`config.mk`:
```
export PLATFORM = sky130hd
export DESIGN_NAME = id_decode_stage
export DESIGN_NICKNAME = d
export VERILOG_FILES = /design/src/rtl/id_decode_stage.sv
export SDC_FILE = /design/constraint.sdc
export NUM_CORES = 1
export LEC_CHECK = 0
export CORE_UTILIZATION = 49
export CTS_CLUSTER_SIZE = 28
export DETAILED_ROUTE_END_ITERATION = 8
export HOLD_SLACK_MARGIN = 0.06
export PLACE_DENSITY = 0.86
export REMOVE_ABC_BUFFERS = 1
export SYNTH_ARGS = -nofsm -noshare
export SYNTH_HDL_FRONTEND = slang
export SYNTH_SLANG_ARGS = --single-unit
```
`constraint.sdc`:
```
create_clock -name i_clk -period 9.95 [get_ports i_clk]
set_clock_uncertainty 0.1 [all_clocks]
set_input_delay 1.4925 -clock i_clk [delete_from_list [all_inputs] [get_ports i_clk]]
set_output_delay 1.4925 -clock i_clk [all_outputs]
set_load 0.05 [all_outputs]
```
`src/rtl/id_decode_stage.sv`:
```
// RV32 instruction-decode stage: decodes into EX/MEM/WB control, builds the immediate and
// registers the result behind a valid/ready handshake. Optional counters: ID_PERF_CNT_EN.
module id_decode_stage #(
   parameter int XLEN           = 32,
   parameter int REG_ADDR_W     = 5,
   parameter int LOAD_USE_CHECK = 1
) (
   input  logic                    i_clk,
   input  logic                    i_rst,
   input  logic                    i_valid,
   output logic                    o_ready,
   input  logic [31:0]             i_instr,
   input  logic [XLEN-1:0]         i_pc,
   input  logic                    i_flush,
   output logic                    o_valid,
   input  logic                    i_ready,
   output logic [XLEN-1:0]         o_pc,
   output logic [XLEN-1:0]         o_imm,
   output logic [REG_ADDR_W-1:0]   o_rdReg1,
   output logic [REG_ADDR_W-1:0]   o_rdReg2,
   output logic [13:0]             o_ctrlEX,
   output logic [3:0]              o_ctrlMEM,
   output logic [REG_ADDR_W+1:0]   o_ctrlWB,
   output logic                    o_illegal
`ifdef ID_PERF_CNT_EN
   ,
   output logic [31:0]             o_instrCnt,
   output logic [31:0]             o_bubbleCnt
`endif
);

   logic [1:0]            alu_op, alu_src, wb2;
   logic [3:0]            mem_c;
   logic                  use_rd, use_rs1, use_rs2, use_f3, use_f7, known, e_bad;
   logic [XLEN-1:0]       imm_sel;
   logic [XLEN-1:0]       imm_d;
   logic [REG_ADDR_W-1:0] rs1_d, rs2_d, rd_d;
   logic [13:0]           ex_d;
   logic [3:0]            mem_d;
   logic [REG_ADDR_W+1:0] wb_d;
   logic                  ill_d;

   logic [XLEN-1:0] imm_i, imm_s, imm_b, imm_u, imm_j;
   assign imm_i = {{(XLEN-11){i_instr[31]}}, i_instr[30:20]};
   assign imm_s = {{(XLEN-11){i_instr[31]}}, i_instr[30:25], i_instr[11:7]};
   assign imm_b = {{(XLEN-12){i_instr[31]}}, i_instr[7], i_instr[30:25], i_instr[11:8], 1'b0};
   assign imm_u = {{(XLEN-31){i_instr[31]}}, i_instr[30:12], 12'b0};
   assign imm_j = {{(XLEN-20){i_instr[31]}}, i_instr[19:12], i_instr[20], i_instr[30:21], 1'b0};

   always_comb begin
      alu_op = 2'b00; alu_src = 2'b00; mem_c = 4'b0000; wb2 = 2'b00;
      use_rd = 1'b0; use_rs1 = 1'b0; use_rs2 = 1'b0; use_f3 = 1'b0; use_f7 = 1'b0;
      imm_sel = '0; known = 1'b1;
      case (i_instr[6:0])
         7'b0110011: begin alu_op = 2'b10; wb2 = 2'b10;
            use_rd = 1'b1; use_rs1 = 1'b1; use_rs2 = 1'b1; use_f3 = 1'b1; use_f7 = 1'b1; end
         7'b0010011: begin alu_op = 2'b10; alu_src = 2'b01; wb2 = 2'b10;
            use_rd = 1'b1; use_rs1 = 1'b1; use_f3 = 1'b1; imm_sel = imm_i;
            // Only the shift-immediates carry a meaningful func7.
            use_f7 = (i_instr[14:12] == 3'b001) || (i_instr[14:12] == 3'b101); end
         7'b0000011: begin alu_src = 2'b01; mem_c = 4'b0010; wb2 = 2'b11;
            use_rd = 1'b1; use_rs1 = 1'b1; use_f3 = 1'b1; imm_sel = imm_i; end
         7'b0100011: begin alu_src = 2'b01; mem_c = 4'b0001;
            use_rs1 = 1'b1; use_rs2 = 1'b1; use_f3 = 1'b1; imm_sel = imm_s; end
         7'b1100011: begin alu_op = 2'b01; mem_c = 4'b0100;
            use_rs1 = 1'b1; use_rs2 = 1'b1; use_f3 = 1'b1; imm_sel = imm_b; end
         7'b0110111: begin alu_src = 2'b01; wb2 = 2'b10; use_rd = 1'b1; imm_sel = imm_u; end
         7'b0010111: begin alu_src = 2'b11; wb2 = 2'b10; use_rd = 1'b1; imm_sel = imm_u; end
         7'b1101111: begin alu_src = 2'b10; mem_c = 4'b1000; wb2 = 2'b10;
            use_rd = 1'b1; imm_sel = imm_j; end
         7'b1100111: begin alu_src = 2'b10; mem_c = 4'b1100; wb2 = 2'b10;
            use_rd = 1'b1; use_rs1 = 1'b1; use_f3 = 1'b1; imm_sel = imm_i; end
         default: known = 1'b0;
      endcase
      e_bad = 1'b0;
      if (REG_ADDR_W == 4)
         e_bad = (use_rd && i_instr[11]) || (use_rs1 && i_instr[19]) || (use_rs2 && i_instr[24]);
      ill_d = !known || e_bad;
   end

   always_comb begin
      ex_d  = '0; mem_d = '0; wb_d = '0; rs1_d = '0; rs2_d = '0; rd_d = '0; imm_d = '0;
      if (!ill_d) begin
         rd_d  = use_rd  ? i_instr[7 +: REG_ADDR_W]  : '0;
         rs1_d = use_rs1 ? i_instr[15 +: REG_ADDR_W] : '0;
         rs2_d = use_rs2 ? i_instr[20 +: REG_ADDR_W] : '0;
         ex_d  = {alu_op, alu_src, use_f3 ? i_instr[14:12] : 3'b000, use_f7 ? i_instr[31:25] : 7'b0};
         mem_d = mem_c;
         wb_d  = {wb2, rd_d};
         imm_d = imm_sel;
      end
   end

   logic                  valid_q, ill_q;
   logic [XLEN-1:0]       pc_q, imm_q;
   logic [REG_ADDR_W-1:0] rs1_q, rs2_q, rd_q;
   logic [13:0]           ex_q;
   logic [3:0]            mem_q;
   logic [REG_ADDR_W+1:0] wb_q;
   logic                  adv, hazard, capture, bubble;

   assign rd_q = wb_q[REG_ADDR_W-1:0];
   // Unused rs fields decode to 0 and rd==0 is excluded, so x0 never stalls.
   assign hazard  = (LOAD_USE_CHECK != 0) && valid_q && mem_q[1] && (rd_q != '0) && i_valid &&
                    ((rd_q == rs1_d) || (rd_q == rs2_d));
   assign adv     = !valid_q || i_ready;
   assign o_ready = i_flush || (adv && !hazard);
   assign capture = !i_flush && adv && i_valid && !hazard;
   assign bubble  = !i_flush && adv && hazard;

   always_ff @(posedge i_clk or posedge i_rst) begin
      if (i_rst) begin
         valid_q <= 1'b0; ill_q <= 1'b0; pc_q <= '0; imm_q <= '0;
         rs1_q <= '0; rs2_q <= '0; ex_q <= '0; mem_q <= '0; wb_q <= '0;
      end else begin
         if (i_flush)  valid_q <= 1'b0;
         else if (adv) valid_q <= i_valid && !hazard;
         if (capture) begin
            pc_q <= i_pc; imm_q <= imm_d; rs1_q <= rs1_d; rs2_q <= rs2_d;
            ex_q <= ex_d; mem_q <= mem_d; wb_q <= wb_d; ill_q <= ill_d;
         end
      end
   end

   assign o_valid = valid_q;  assign o_pc = pc_q;       assign o_imm = imm_q;
   assign o_rdReg1 = rs1_q;   assign o_rdReg2 = rs2_q;  assign o_ctrlEX = ex_q;
   assign o_ctrlMEM = mem_q;  assign o_ctrlWB = wb_q;   assign o_illegal = ill_q;

`ifdef ID_PERF_CNT_EN
   logic [31:0] icnt_q, bcnt_q;
   always_ff @(posedge i_clk or posedge i_rst) begin
      if (i_rst) begin
         icnt_q <= '0; bcnt_q <= '0;
      end else begin
         if (capture) icnt_q <= icnt_q + 32'd1;
         if (bubble)  bcnt_q <= bcnt_q + 32'd1;
      end
   end
   assign o_instrCnt  = icnt_q;
   assign o_bubbleCnt = bcnt_q;
`else
   // Counters compiled out; bubble is only consumed by the perf logic.
   logic unused_bubble;
   assign unused_bubble = bubble;
`endif

endmodule

```
Word-level counts from Yosys, hierarchy flattened
Index checks and enable logic that the tools add are counted.

cells by class
  equality and inequality tests = 13
  muxes and demuxes = 23
  reduce and logical (&&, ||, !) cells = 29

operators with widths
  operator                                                         number
  32-bit one-hot mux with 5 select lines                           1
  32-bit two-way mux                                               1
  5-bit two-way mux                                                5
  7-bit by 6-bit == test with 1-bit output, second input constant  3
  7-bit == test, second input constant                             3
  4-bit one-hot mux with 5 select lines                            1
  7-bit by 5-bit == test with 1-bit output, second input constant  2
  14-bit two-way mux                                               1
  7-bit two-way mux                                                2
  6-bit OR reduction                                               2
  5-bit == test                                                    2
  1-bit logical AND                                                9
  9-bit OR reduction                                               1
  2-bit one-hot mux with 2 select lines                            2
  7-bit by 2-bit == test with 1-bit output, second input constant  1
  7-bit OR reduction                                               1
  1-bit two-way mux                                                6
  2-bit one-hot mux with 3 select lines                            1
  2-bit OR reduction                                               3
  3-bit OR reduction                                               2
  5-bit nonzero test                                               1
  1-bit logical NOT                                                4
  1-bit logical OR                                                 4
  4-bit two-way mux                                                1
  6 further kinds                                                  6

storage, ports and cells
  register bits = 101
  input bits = 69
  output and inout port bits = 102

Longest topological paths before layout
Gate-level depths: netlist (run 1).

  depth after elaboration = 12
  gate-level depth with buffers = 10

Worst setup path after synthesis (run 1)
No wires, ideal clock.

  path type = input to output
  from = in i_instr[3]
  to = out o_ready
  data arrival time = 3.283 ns
  setup slack = 5.075 ns
  stages = 7
  path through = buf_2 -> and4bb_1 -> nand3_1 -> o21a_1 -> o2111ai_1 -> nand2_1 -> o21bai_1

on the way
  cells in the longest elaborated chain, start to end = 11
  elaborated cells on any way between the ends = 26

RTL lines
  what                                                                RTL line  RTL
  start: declaration                                                  12        input logic [31:0] i_instr,
  7-bit == test, or another cell as far along                         54        case (i_instr[6:0])
  6-bit OR reduction (no line) or 3-bit OR reduction (tied branches)  -
  1-bit two-way mux                                                   54
  5-bit two-way mux (on tied branches)                                85, 86
  5-bit two-way mux                                                   83        if (!ill_d) begin
  5-bit == test                                                       105       ((rd_q == rs1_d) || (rd_q == rs2_d));
  1-bit logical OR (*)                                                105
  1-bit logical AND (*)                                               104       assign hazard = (LOAD_USE_CHECK != 0) && valid_q && mem_q[1] && (rd_q != '0) && i_valid &&
  1-bit logical NOT (*)                                               107       assign o_ready = i_flush || (adv && !hazard);
  1-bit logical AND (*)                                               107
  1-bit logical OR (*)                                                107
  end: declaration                                                    11        output logic o_ready,

Mark *: on every way between the ends. The rest lies on a longest branch, timed or not.

Worst setup path after layout (run 1)
  from = in i_instr[2]
  to = out o_ready

The elaborated chain is that of the path after synthesis.

==> out/qor.yml, run 1 <==
nNetsFinal: 660
power_uw: 986
drv_cap: 0
syn-instance-count: 425
track_usage_pct: 24.9
finalWirelength_mm: 12.3
yosys_register_bits: 100
setup_viol: 0
dpl.cell_count: 709
crit_required_ns: 8.36
drive_above_1_share_pct: 5.70
ys_async_sr_fraction_pct: 100
dieArea_mm2: 0.0102
rsz0062_at_grt: "no"
worst_hold_slack_ns: 0.401
drc: 0
power_frac_clock_pct: 24.6
min_period_ns: 5.97
timing.rr.end: "o_pc[11]$_DFFE_PP0P_"
min_from: "o_pc[3]$_DFFE_PP0P_"
cp-end-kind: "primary output"
ys_warn_count: 0
synth_area_leader_cell: "dfrtp_1"
grt_max_degree: 82
grt_pass1_vias: 3955
fp.dieW_um: 101
clkLatencyLatePin_ns: 0.35
synthTopCellsByArea: "dfrtp_1, mux2i_1, mux2_1"
tightestPinTransition_ns: 1.19
relSlewSlack_pct: 20.4
clockBufferDepth: 2
chipHeight_um: 101
post_cts_buffers: 0
ys_types: 43
synth_top_area_share_pct: 52.2
ir_drop_mv: 0.0711
r2r-start: "o_ctrlWB[2]$_DFFE_PP0P_"
io_buffer_count: 170
p_int_uw: 641
max_freq_mhz: 168
pin_count: 171
crit_fanout: 15
ctsResizeCount: 0
clk_pin_slew_ns: 0.10
via_per_inst: 5.23
startpoint_type: "input pin"
area_growth_pct: 40.4
holdBufCountCts: 0
final.period_utilization_pct: 60.0
vias: 3794
ff2ff_setup_slack_ns: 7.00
place_area_mm2: 0.00655
drv_slew: 0
ys.flop_type: "dfrtp_1"
cts_made_buffers: 9
diodes: 0
hold-path-endpoint: "o_pc[3]$_DFFE_PP0P_"
syn_area_mm2: 0.00480
synth-edff-count: 0
synth_area_per_cell_um2: 11.3
reg2reg_depth: 7
start_util_pct: 51.2
pwr_density_cell_mw_per_mm2: 146
hold_path_class: "reg -> reg"
gr-total-overflow: 0
status: "completed"
hpwl_mm: 9.17
worst_hold_path.num_cells: 1
num_rows: 35
cts_sinks: 100
timing.final.hold_violations: 0
final_cells: 725
p_sw_uw: 345
final_area_mm2: 0.00673
globalplace.congestion: 0.867
wl_per_cell_um: 17.0
path_class: "in -> out"
drtAntennaViolNets: 0
final.setup.tns_ns: 0
arrival_ns: 4.38
core-area_mm2: 0.00937
p_leak_nw: 3.00
drtIter0Drc: 159
htree_levels: 3
grt_pass1_wl_mm: 19.6
ys_seq_area_share_pct: 52.2
swShare_pct: 35.0
cts_tree: "built"
antenna_found_initial: 0
p_seq_share_pct: 46.1
pwr-share-comb_pct: 29.3
cts_root_buffer: "clkbuf_8"
drt_first_pass_iters: 7
==> stage by stage <==
stage	setup slack, ns	utilization (%)
6_report	3.98	71.8
5_1_grt	3.72	71.8
4_1_cts	3.98	71.8
3_5_place_dp	3.98	69.9
3_3_place_gp	4.09	69.9
2_1_floorplan	2.44	-
==> worst max-delay path, cell delays in order <==
cell             delay (ns)
clkdlybuf4s50_1        0.68
and4bb_1               0.47
nand3_1                0.12
o21a_1                 0.22
o2111ai_1              0.29
nand2_1                0.10
o21bai_1               0.17
clkdlybuf4s50_1        0.82
==> sequential cells by signal (all words and copies together) (netlist names) <==
signal     count
o_rdReg1       5
o_ctrlWB       6
o_ctrlEX      14
o_pc          32
o_ctrlMEM      4
o_valid        1
o_rdReg2       5
o_imm         32
o_illegal      1
==> layout make-up <==
type | count | area, um^2
fill | 737 | 2640
multi-input combinational | 251 | 1940
clock inverter | 7 | 60.1
sequential | 100 | 2500
inverter | 55 | 209
tap | 129 | 161
timing repair buffer | 174 | 1730
clock buffer | 9 | 124
==> layer usage <==
metal  GRT usage (%)  wire length (um)
met5               0                 0
met4            8.58               237
met3            6.24               965
met2            43.6              6160
met1            30.0              4970
==> cell usage after synthesis (5+ instances only) <==
master / count
dfrtp_1: 100
inv_1: 55
mux2i_1: 52
nand2_1: 42
mux2_1: 40
a21oi_1: 22
nor2_1: 19
mux2_2: 8
buf_4: 7
buf_6: 6
a22o_1: 5
clkbuf_1: 5
nand3_1: 5
==> cells in the final DEF (no fill, tap or decap), types with 2 or more instances in the layout <==
cell type          n
a2111oi_0          2
nor2b_1            4
nor3_1             3
xor2_1             3
dfrtp_1          100
nor4_1             3
clkinv_4           2
clkinvlp_4         2
o2bb2ai_1          2
nand3_1            5
nand3b_1           4
a21oi_1           22
mux2i_1           52
nor2_1            19
clkbuf_8           9
nand4_1            3
o21a_1             3
mux2_2             8
xnor2_1            3
a31oi_1            4
nand2_1           42
clkdlybuf4s50_1  170
inv_1             54
buf_4              4
o22ai_1            3
inv_8              2
a22o_1             5
mux2_1            40
o2111ai_1          2
o21ai_0            4
==> power groups by stage <==
stage                     logic (mW)  registers, mW  clock network, mW
after floorplan               0.0657          0.574                  0
after global placement         0.285          0.460                  0
after detailed placement       0.290          0.464                  0
after CTS                      0.290          0.455              0.247
after global routing           0.303          0.459              0.265
final                          0.288          0.455              0.243
==> how the worst max path moves through the flow <==
stage	to	slack, ns	start
floorplan	o_ctrlEX[10]$_DFFE_PP0P_	2.44	i_instr[2]
global placement	o_ready	4.09	i_instr[2]
detailed placement	o_ready	3.98	i_instr[2]
CTS	o_ready	3.98	i_instr[6]
global route	o_ready	3.72	i_instr[2]
finish	o_ready	3.98	i_instr[2]
==> logic make-up (layout without fill, tap and decap cells) <==
kind of cell	count (synthesis)	in the layout	share of synthesized area, %
buffers and inverters	74	245	7.30
AO/OA/AOI/OAI	53	53	7.83
XOR/XNOR	6	6	1.10
multiplexers	100	100	22.1
flip-flops	100	100	52.2
AND/OR/NAND/NOR	92	92	9.47
No activity file was read; power rests on OpenSTA's default activity.
==> run 2: changes to the inputs <==
CORE_UTILIZATION = 45   (was 49)
PLACE_DENSITY = 0.8   (was 0.86)
clock period = 5.7 ns   (was 9.95 ns; I/O delays follow)
==> out/qor.yml, run 2 (same netlist as run 1, synthesis figures left out) <==
cp-end-kind: "primary output"
vias: 3760
globalplace.congestion: 0.892
timing.final.hold_violations: 0
holdBufCountCts: 0
status: "completed"
max_freq_mhz: 212
nFillCells: 824
grt_pass1_vias: 3757
num_rows: 37
p_seq_share_pct: 45.5
nNetsFinal: 660
regArea_mm2: 0.00250
worst_hold_path.num_cells: 1
drv_cap: 0
cts_tree: "built"
drive_above_1_share_pct: 5.37
ctsResizeCount: 0
p_sw_uw: 574
hpwl_mm: 8.63
final.setup.tns_ns: 0
drtAntennaViolNets: 0
crit_required_ns: 4.74
chipHeight_um: 105
grt_pass1_wl_mm: 19.0
cts_made_buffers: 9
hold_path_class: "reg -> reg"
ir_drop_mv: 0.121
fp.dieW_um: 105
clk_pin_slew_ns: 0.09
setup_viol: 0
io_buffer_count: 170
area_growth_pct: 41.0
startpoint: "i_instr[6]"
htree_levels: 3
cts_root_buffer: "clkbuf_8"
ff2ff_setup_slack_ns: 3.03
final.period_utilization_pct: 82.6
diodes: 0
min_from: "o_imm[1]$_DFFE_PP0P_"
r2r-start: "o_ctrlWB[4]$_DFFE_PP0P_"
tightestPinTransition_ns: 0.959
cts_sinks: 100
startpoint_type: "input pin"
reg2reg_depth: 7
post_cts_buffers: 0
crit_end: "o_ready"
rsz0062_at_grt: "no"
arrival_ns: 3.75
start_util_pct: 46.5
finalWirelength_mm: 11.8
track_usage_pct: 21.9
final_area_mm2: 0.00676
swShare_pct: 33.0
drv_slew: 0
drc: 0
gr-total-overflow: 0
dieArea_mm2: 0.0111
pwr-share-comb_pct: 28.8
core-area_mm2: 0.0103
pwr_density_cell_mw_per_mm2: 258
crit_fanout: 13
multi_input_area_mm2: 0.00194
power_frac_clock_pct: 25.8
p_leak_nw: 3.02
drtIter0Drc: 236
grt_max_degree: 88
p_int_mw: 1.17
min_period_ns: 4.71
clkLatencyLatePin_ns: 0.36
clockBufferDepth: 2
final_cell_mix: "clkdlybuf4s50_1, dfrtp_1, inv_1"
antenna_found_initial: 0
path_class: "in -> out"
drt_first_pass_iters: 4
pin_count: 171
via_per_inst: 5.14
relSlewSlack_pct: 35.8
timing.rr.end: "o_pc[11]$_DFFE_PP0P_"
power_mw: 1.74
place_area_mm2: 0.00657
wl_per_cell_um: 16.1
final_common_cell: "clkdlybuf4s50_1"
[run 2: layout make-up]
| type | count | share of cell area, % |
|---|---|---|
| clock buffer | 12 | 2.15 |
| sequential | 100 | 37.0 |
| multi-input combinational | 251 | 28.7 |
| tap | 136 | 2.52 |
| inverter | 55 | 3.09 |
| timing repair buffer | 174 | 25.8 |
| clock inverter | 4 | 0.722 |
[run 2: through the flow]
| stage | hold WS (ns) | setup WS [ns] | utilization (%) | std cells |
|---|---|---|---|---|
| 6_report | 0.393 | 0.993 | 65.5 | 732 |
| 5_1_grt | 0.405 | 0.873 | 65.5 | 732 |
| 4_1_cts | 0.400 | 1.02 | 65.5 | 732 |
| 3_5_place_dp | 0.380 | 1.05 | 63.6 | 716 |
| 3_3_place_gp | 0.375 | 1.13 | 63.6 | 716 |
| 2_1_floorplan | 0.653 | -1.18 | - | 406 |
[run 2: how the worst min path moves through the flow]
stage                              endpoint
floorplan           o_ctrlEX[0]$_DFFE_PP0P_
global placement       o_pc[27]$_DFFE_PP0P_
detailed placement     o_imm[1]$_DFFE_PP0P_
CTS                    o_imm[1]$_DFFE_PP0P_
global route            o_pc[6]$_DFFE_PP0P_
finish                 o_imm[1]$_DFFE_PP0P_
[run 2: metal layers]
layer	wire length [um]	track usage [%]	vias up
met5	0	0	-
li1	-	-	1777
met2	5580	35.7	160
met3	831	3.90	14
met4	162	7.75	0
met1	5230	29.4	1809
[run 2: critical path: stages]
cell and delay, ns:
clkdlybuf4s50_1 0.84, nor2b_2 0.20, a2111oi_0 0.45, o2bb2ai_1 0.13, nand4_1 0.17, nand2_1 0.09, o21bai_1 0.17, clkdlybuf4s50_1 0.83
[run 2: power groups by stage]
stage | registers [mW] | clock network, mW | logic (mW)
after CTS | 0.793 | 0.464 | 0.505
after detailed placement | 0.807 | 0 | 0.504
final | 0.792 | 0.449 | 0.501
after global placement | 0.804 | 0 | 0.498
after global routing | 0.800 | 0.486 | 0.524
after floorplan | 1.00 | 0 | 0.115
